--- src/rtl/fsm_out_framer.sv ---
// Egress framer: pulls packets from an FWFT port FIFO and emits SOF, optional
// address, payload and delimiter, with backpressure, stalls and a length guard.
module fsm_out_framer #(
    parameter int                 W_WIDTH     = 8,
    parameter logic [W_WIDTH-1:0] SOF_BYTE    = W_WIDTH'(8'hFF),
    parameter logic [W_WIDTH-1:0] DELIMITER   = W_WIDTH'(8'h55),
    parameter int                 MAX_PKT_LEN = 64,
    parameter bit                 ADDR_EN     = 1'b1
) (
    input  logic               clk,
    input  logic               rst,
    input  logic [W_WIDTH-1:0] port_addr,
    input  logic [W_WIDTH-1:0] fifo_data,
    input  logic               fifo_empty,
    input  logic               port_rd,
    output logic               rd_en,
    output logic [W_WIDTH-1:0] port_out,
    output logic               port_valid,
    output logic               pkt_done,
    output logic               err_trunc,
    output logic               busy
);

    localparam int               LEN_W   = $clog2(MAX_PKT_LEN + 1);
    localparam logic [LEN_W-1:0] LEN_MAX = LEN_W'(MAX_PKT_LEN);

    typedef enum logic [2:0] {
        ST_IDLE    = 3'd0,
        ST_SOF     = 3'd1,
        ST_ADDR    = 3'd2,
        ST_PAYLOAD = 3'd3,
        ST_DRAIN   = 3'd4
    } state_t;

    state_t           state_r;
    logic [LEN_W-1:0] len_cnt_r;
    logic             word_ok_s;
    logic             head_is_delim_s;
    logic             at_max_s;
    logic             pop_s;

    assign word_ok_s       = port_rd && !fifo_empty;
    assign head_is_delim_s = (fifo_data == DELIMITER);
    assign at_max_s        = (len_cnt_r == LEN_MAX);
    assign busy            = (state_r != ST_IDLE);

    // FIFO pop decision; at the length limit a non-delimiter head stays in the FIFO
    always_comb begin
        pop_s = 1'b0;
        case (state_r)
            ST_PAYLOAD: begin
                if (word_ok_s && (head_is_delim_s || !at_max_s)) begin
                    pop_s = 1'b1;
                end else begin
                    pop_s = 1'b0;
                end
            end
            ST_DRAIN: pop_s = !fifo_empty;
            default:  pop_s = 1'b0;
        endcase
    end

    // Reset must leave the FIFO untouched, so the pop is suppressed while rst is high
    always_comb begin
        if (rst) begin
            rd_en = 1'b0;
        end else begin
            rd_en = pop_s;
        end
    end

    // Frame state machine with registered output word and status pulses
    always_ff @(posedge clk) begin
        if (rst) begin
            state_r    <= ST_IDLE;
            len_cnt_r  <= '0;
            port_out   <= '0;
            port_valid <= 1'b0;
            pkt_done   <= 1'b0;
            err_trunc  <= 1'b0;
        end else begin
            port_out   <= '0;
            port_valid <= 1'b0;
            pkt_done   <= 1'b0;
            err_trunc  <= 1'b0;
            case (state_r)
                ST_IDLE: begin
                    if (word_ok_s) begin
                        state_r <= ST_SOF;
                    end else begin
                        state_r <= ST_IDLE;
                    end
                end
                ST_SOF: begin
                    if (port_rd) begin
                        port_out   <= SOF_BYTE;
                        port_valid <= 1'b1;
                        if (ADDR_EN) begin
                            state_r <= ST_ADDR;
                        end else begin
                            state_r <= ST_PAYLOAD;
                        end
                    end else begin
                        state_r <= ST_SOF;
                    end
                end
                ST_ADDR: begin
                    if (port_rd) begin
                        port_out   <= port_addr;
                        port_valid <= 1'b1;
                        state_r    <= ST_PAYLOAD;
                    end else begin
                        state_r <= ST_ADDR;
                    end
                end
                ST_PAYLOAD: begin
                    if (word_ok_s) begin
                        port_valid <= 1'b1;
                        if (head_is_delim_s) begin
                            port_out  <= fifo_data;
                            pkt_done  <= 1'b1;
                            len_cnt_r <= '0;
                            state_r   <= ST_IDLE;
                        end else if (at_max_s) begin
                            // Over-long packet: close the frame here and discard the rest
                            port_out  <= DELIMITER;
                            err_trunc <= 1'b1;
                            len_cnt_r <= '0;
                            state_r   <= ST_DRAIN;
                        end else begin
                            port_out  <= fifo_data;
                            len_cnt_r <= len_cnt_r + LEN_W'(1);
                        end
                    end else begin
                        state_r <= ST_PAYLOAD;
                    end
                end
                ST_DRAIN: begin
                    if (!fifo_empty && head_is_delim_s) begin
                        state_r <= ST_IDLE;
                    end else begin
                        state_r <= ST_DRAIN;
                    end
                end
                default: begin
                    state_r   <= ST_IDLE;
                    len_cnt_r <= '0;
                end
            endcase
        end
    end

endmodule

--- config.mk ---
export PLATFORM = sky130hd
export DESIGN_NAME = fsm_out_framer
export DESIGN_NICKNAME = d
export VERILOG_FILES = /design/src/rtl/fsm_out_framer.sv
export SDC_FILE = /design/constraint.sdc
export NUM_CORES = 1
export LEC_CHECK = 0
export CAP_MARGIN = 30
export CORE_ASPECT_RATIO = 1.1
export CORE_MARGIN = 4
export CORE_UTILIZATION = 46
export DETAILED_ROUTE_END_ITERATION = 10
export PLACE_DENSITY_LB_ADDON = 0.1
export SKIP_LAST_GASP = 1
export SLEW_MARGIN = 20
export SYNTH_ARGS = -nofsm -noshare
export SYNTH_HDL_FRONTEND = slang
export SYNTH_SLANG_ARGS = --single-unit
export TNS_END_PERCENT = 10
--- constraint.sdc ---
create_clock -name clk -period 2.25 [get_ports clk]
set_input_delay 0.45 -clock clk [delete_from_list [all_inputs] [get_ports clk]]
set_output_delay 0.45 -clock clk [all_outputs]
set_load 0.01 [all_outputs]
# Word-level counts from Yosys, hierarchy flattened
# Cells that the tools add are included.
dict set report totals {
  elab_cells 57
  regBits 21
  out_inout_bits 13
  inputBits 20
}
dict set report op_classes {
  n_mux 26
  n_bitwise 3
  reduce_logical 13
  n_eq_ne 8
  add_sub_neg 1
}
# operator n
set op_table {}
lappend op_table {{2-to-1 mux 8 bit} 5}
lappend op_table {{one-hot mux 8 bit (3 select lines)} 1}
lappend op_table {{2-to-1 mux 7 bit} 3}
lappend op_table {{one-hot mux 3 bit (5 select lines)} 1}
lappend op_table {{one-hot mux 7 bit (2 select lines)} 1}
lappend op_table {{2-to-1 mux 3 bit} 4}
lappend op_table {{equality test 8 x 7 -> 1 bit (second input constant)} 1}
lappend op_table {{2-to-1 mux 1 bit} 8}
lappend op_table {{OR reduction 4 bit} 2}
lappend op_table {{adder 7 x 1 -> 7 bit (second input constant)} 1}
lappend op_table {{equality test 7 bit (second input constant)} 1}
lappend op_table {{equality test 3 x 2 -> 1 bit (second input constant)} 2}
lappend op_table {{inequality test 4 bit (second input constant)} 1}
lappend op_table {{one-hot mux 1 bit (2 select lines)} 2}
lappend op_table {{equality test 3 x 1 -> 1 bit (second input constant)} 1}
lappend op_table {{equality test 3 bit (second input constant)} 1}
lappend op_table {{logical AND 1 bit} 3}
lappend op_table {{zero test 3 bit} 1}
lappend op_table {{NOT 1 bit} 3}
lappend op_table {{nonzero test 3 bit} 1}
lappend op_table {{OR reduction 3 bit} 1}
lappend op_table {{zero test 1 bit} 2}
lappend op_table {{2-to-1 mux 2 bit} 1}
lappend op_table {{inequality test 2 bit (second input constant)} 1}
lappend op_table {{3 further kinds} 3}

# Longest topological paths before layout
dict set report depth {
  ltp_word 7
  depth_mapped 6
  depth_no_buf 5
}

# Least setup slack after synthesis
# No wires, ideal clock.
dict set report synth_path {
  path_kind {input port to output port}
  from {in fifo_data[3]}
  to {out rd_en}
  path_stages 5
  arrival_time_ns 1.555
  path_slack_ns 0.245
  path_buffers 1
  required_ns 1.800
  path_cell_list {nand4bb_1 or2_0 buf_2 a211o_1 a211oi_2}
}
dict set report synth_between {
  elab_chain_cells 6
}
# element line
set synth_lines {}
lappend synth_lines {{start, declared} 13} ;# input logic [W_WIDTH-1:0] fifo_data,
lappend synth_lines {{equality test 8 x 7 -> 1 bit} 43} ;# assign head_is_delim_s = (fifo_data == DELIMITER);
lappend synth_lines {{logical OR 1 bit} 52} ;# if (word_ok_s && (head_is_delim_s || !at_max_s)) begin
lappend synth_lines {{logical AND 1 bit} 52}
lappend synth_lines {{2-to-1 mux 1 bit} 52}
lappend synth_lines {{one-hot mux 1 bit (2 select lines)} 50} ;# case (state_r)
lappend synth_lines {{2-to-1 mux 1 bit} 65} ;# if (rst) begin
lappend synth_lines {{end, declared} 16} ;# output logic rd_en,
# Every way passes these cells.

# Worst setup path after layout
dict set report layout_path {
  from {in fifo_data[0]}
  to {out rd_en}
}
# Same word-level chain as after synthesis.

==> out/qor_table.md <==
| Item | This run | Unit |
|---|---|---|
| Status | completed | - |
| Ports | 33 | - |
| Worst path max stage delay | 300 | ps |
| Largest area contributor in the synthesized netlist | sky130_fd_sc_hd__dfxtp_1 | - |
| Via count | 1086 | - |
| Multi-input gate area | 656 | um2 |
| Detailed-routing iteration count for the pre-antenna-repair pass | 4 | - |
| Total power per unit cell area | 418 | nW/um2 |
| TritonCTS clock tree | built | - |
| Reg-to-reg critical path startpoint | len_cnt_r[0] | - |
| Count of antenna-violating nets left after detailed routing | 0 | - |
| Cell types occupying the most area after synthesis | sky130_fd_sc_hd__dfxtp_1 (38%), sky130_fd_sc_hd__a21oi_1 (8.1%), sky130_fd_sc_hd__xnor2_1 (4.7%), sky130_fd_sc_hd__nor2_1 (3.7%), sky130_fd_sc_hd__o2bb2ai_1 (3.2%) | - |
| Hold Path Cell Cnt | 2 | - |
| Final Wtd Congestion | 0.802 | - |
| Min-delay worst type | input port to register | - |
| Clock root buffer | sky130_fd_sc_hd__clkbuf_4 | - |
| Number of distinct standard cells referenced by the synthesized netlist | 37 | - |
| Data arrival time of the critical path | 1690 | ps |
| GRT met3 Usage | 3.27 | % |
| Fraction of final layout cells sized beyond drive strength 1 | 25.0 | % |
| Setup Crit Path Kind | input port to primary output | - |
| Dpl cells | 193 | - |
| Largest fanout on the critical path | 2 | - |
| Number of buffers on the longest clock path | 2 | - |
| Slack of the critical path | 108 | ps |
| Setup violations, final | 0 | - |
| Ratio of routed vias to standard cells | 5.48 | - |
| Worst slew pin tran | 554 | ps |
| GRT Total Usage | 17.9 | % |
| Count of non-filler cells in the finished layout | 198 | - |
| Critical register-to-register path endpoint | state_r[1] | - |
| Kind of end point of the critical path | primary output | - |
| Register bit total from synthesis | 21 | - |
| Register cell area after layout | 422 | um2 |
| DRC violation count after routing | 0 | - |
| Number of cell rows | 18 | - |
| F_max | 467 | MHz |
| Gate family responsible for the most delay along the worst path | compound AO/OA/AOI/OAI gates | - |
| Wire length of the first global-routing pass | 4370 | um |
| Die H | 59.5 | um |
| Num CTS Buffers | 3 | - |
| Number of nets at the end of the flow | 191 | - |
| Number of antenna violations at the first check in global routing | 0 | - |
| Portion of the clock cycle consumed by the worst path in the final layout | 95.2 | % |
| Average footprint of a synthesized cell | 9.47 | um2 |
| Growth of design area from synthesis to finish | 44.6 | % |
| Sink count of the clock tree | 21 | - |
| Max-capacitance violation count | 0 | - |
| Width of the chip | 54.8 | um |
| Floorplan die area | 3260 | um2 |
| Largest net degree at the start of global routing | 13 | - |
| Total detailed-routing wirelength | 2680 | um |
| Routing usage on met2 | 30.7 | % |
| Number of buffers added on ports | 32 | - |
| Cell breakdown of the critical path | clkdlybuf4s15_1 > nand4bb_4 > or2_1 > a211o_1 > a211oi_2 > buf_2 | - |
| Setup repair after global routing missed its margin | false | - |
| Setup Skew | 1.01 | ps |
| Beginning of the worst hold path | fifo_data[3] | - |
| Critical Path Source Type | input port | - |
| Total gr overflow | 0 | - |
| Pre-CTS setup slack | -622 | ps |
| Worst IR drop on VDD | 0.323 | mV |
| Count of buffering cells on the critical path with inverters included | 2 | - |
| Depth of the worst register-to-register path | 6 | - |
| Number of enable-type register cells in the synthesized netlist | 0 | - |
| Slowest stage cell, crit path | sky130_fd_sc_hd__a211o_1 | - |
| Final Max Slew Viols | 0 | - |
| Number of H-tree levels | 1 | - |
| Number of buffers inserted for hold repair after clock tree synthesis | 0 | - |
| Fillers | 181 | - |
| Hold Fails Final Rpt | 0 | - |
| Antenna diode count | 0 | - |
| Yosys synthesis warning count | 0 | - |
| Leakage power summed over all cells | 0.000579 | uW |
| Register-to-Register Setup Slack | 680 | ps |
| Vias in the first global route | 1032 | - |
| Effective utilization at floorplan | 48.7 | % |
| Net count of the mapped netlist | 139 | - |
| First-iteration detailed-routing DRC count | 24 | - |
| Part of the Yosys area used for sequential elements | 37.9 | % |
| List of most frequent post-synthesis cells | sky130_fd_sc_hd__dfxtp_1 (21), sky130_fd_sc_hd__a21oi_1 (18), sky130_fd_sc_hd__nor2_1 (11), sky130_fd_sc_hd__nand3_1 (6), sky130_fd_sc_hd__xnor2_1 (6) | - |
| Most used DFF post-synth | sky130_fd_sc_hd__dfxtp_1 | - |
| Met1 capacity usage during global routing | 22.1 | % |
| Synthesized area | 1110 | um2 |
| Most utilized layer in the global route result | met2 | - |
| Clock transition at the register clock pins on the worst setup and hold paths after CTS | 120 | ps |
| Worst relative slew slack | 62.8 | % |
| Clk Latency, worst-skew pair | 300 | ps |
| Async set-or-reset flop fraction in the synthesized netlist | 0 | % |
| Required @ worst endpoint | 1800 | ps |
| Floorplan Core Area | 2270 | um2 |
| Number of instances in the synthesized netlist | 117 | - |
| Cell with the most instances after synthesis | sky130_fd_sc_hd__dfxtp_1 | - |
| Average wire per standard cell | 13.5 | um |
| Final period demand of the worst path | 2140 | ps |
| Endpoint of the worst hold-timing path | port_out[3] | - |
| Share of the synthesized area in the top cell type | 37.9 | % |
| HPWL after detailed placement | 2070 | um |
[cell families after synthesis]
logic type | count (synthesis) | synth area share, %
buf+inv | 9 | 4.40
flops | 21 | 37.9
compound gates | 38 | 24.9
simple gates | 41 | 25.7
xor+xnor | 6 | 4.74
fa+ha+maj | 2 | 2.26
[sequential cells by signal, indices dropped and copies added, names as in the netlist]
name,flops
err_trunc,1
len_cnt_r,7
pkt_done,1
port_out,8
port_valid,1
state_r,3
[where the power goes]
part	switching (uW)	leakage, uW	internal (uW)
clock	115	0.0000177	66.2
combinational	48.1	0.000391	61.2
sequential	1.93	0.000170	377
[per-stage QoR]
step           util, %  hold slack [ps]  cell area [um2]  TNS [ps]  total power, uW
2_1_floorplan        -              476             1110         0              433
6_report          70.5              368             1600         0              670
3_3_place_gp      69.3              495             1580      -630              496
3_5_place_dp      69.3              511             1580      -622              498
5_1_grt           70.5              366             1600         0              697
4_1_cts           69.8              493             1590         0              670
[worst max path at each step]
| stage | slack, ps | cells past startpoint | to | start |
|---|---|---|---|---|
| after floorplan | 240 | 5 | rd_en | fifo_data[3] |
| after global placement | -630 | 6 | rd_en | fifo_data[3] |
| after detailed placement | -620 | 6 | rd_en | fifo_data[3] |
| after CTS | 30 | 6 | rd_en | fifo_data[1] |
| after global routing | 0.07 | 6 | rd_en | fifo_data[2] |
| final | 110 | 6 | rd_en | fifo_data[0] |
[per-layer routing]
metal	part of all wire [%]	up-vias	wire, um
met2	51	29	1380
met1	43	522	1150
met4	0.71	0	19
met3	4.9	2	132
li1	-	533	-
met5	0	-	0
[worst reg2reg max path: stages (launching register included)]
cell,delay (ps)
sky130_fd_sc_hd__dfxtp_1,350
sky130_fd_sc_hd__inv_1,40
sky130_fd_sc_hd__ha_1,180
sky130_fd_sc_hd__and3_1,190
sky130_fd_sc_hd__buf_4,180
sky130_fd_sc_hd__o21a_4,230
sky130_fd_sc_hd__a2111oi_4,320
[area by class of cell]
type	instances	area share, %
multi-input cells	87	40.9
repair buffers	52	27.8
flip-flops and latches	21	26.3
well taps	30	2.34
clock buffers	3	1.41
inverters	4	0.937
clock inverters	1	0.312
[cell usage in the layout, fill, tap and decap left out, types with 2 or more instances in the layout]
master	instances
sky130_fd_sc_hd__o21ai_0	5
sky130_fd_sc_hd__clkdlybuf4s50_1	23
sky130_fd_sc_hd__ha_1	2
sky130_fd_sc_hd__xnor2_1	6
sky130_fd_sc_hd__inv_1	4
sky130_fd_sc_hd__clkdlybuf4s15_1	4
sky130_fd_sc_hd__nor3b_2	2
sky130_fd_sc_hd__buf_4	20
sky130_fd_sc_hd__nor2_1	11
sky130_fd_sc_hd__nand4_1	2
sky130_fd_sc_hd__nand2_1	4
sky130_fd_sc_hd__dfxtp_1	20
sky130_fd_sc_hd__nand3_1	6
sky130_fd_sc_hd__nor3b_1	2
sky130_fd_sc_hd__a21oi_1	18
sky130_fd_sc_hd__a211oi_1	3
sky130_fd_sc_hd__clkbuf_4	3
sky130_fd_sc_hd__o21ai_1	2
sky130_fd_sc_hd__o2bb2ai_1	4
sky130_fd_sc_hd__clkbuf_2	4
[repair_timing]
action	in CTS	in global routing
gates resized for setup	13	14
buffers inserted	0	1
endpoints found under the setup margin	1	1
hold endpoints to repair	0	0
pin swaps	5	5
No activity file was read; power rests on OpenSTA's default activity.
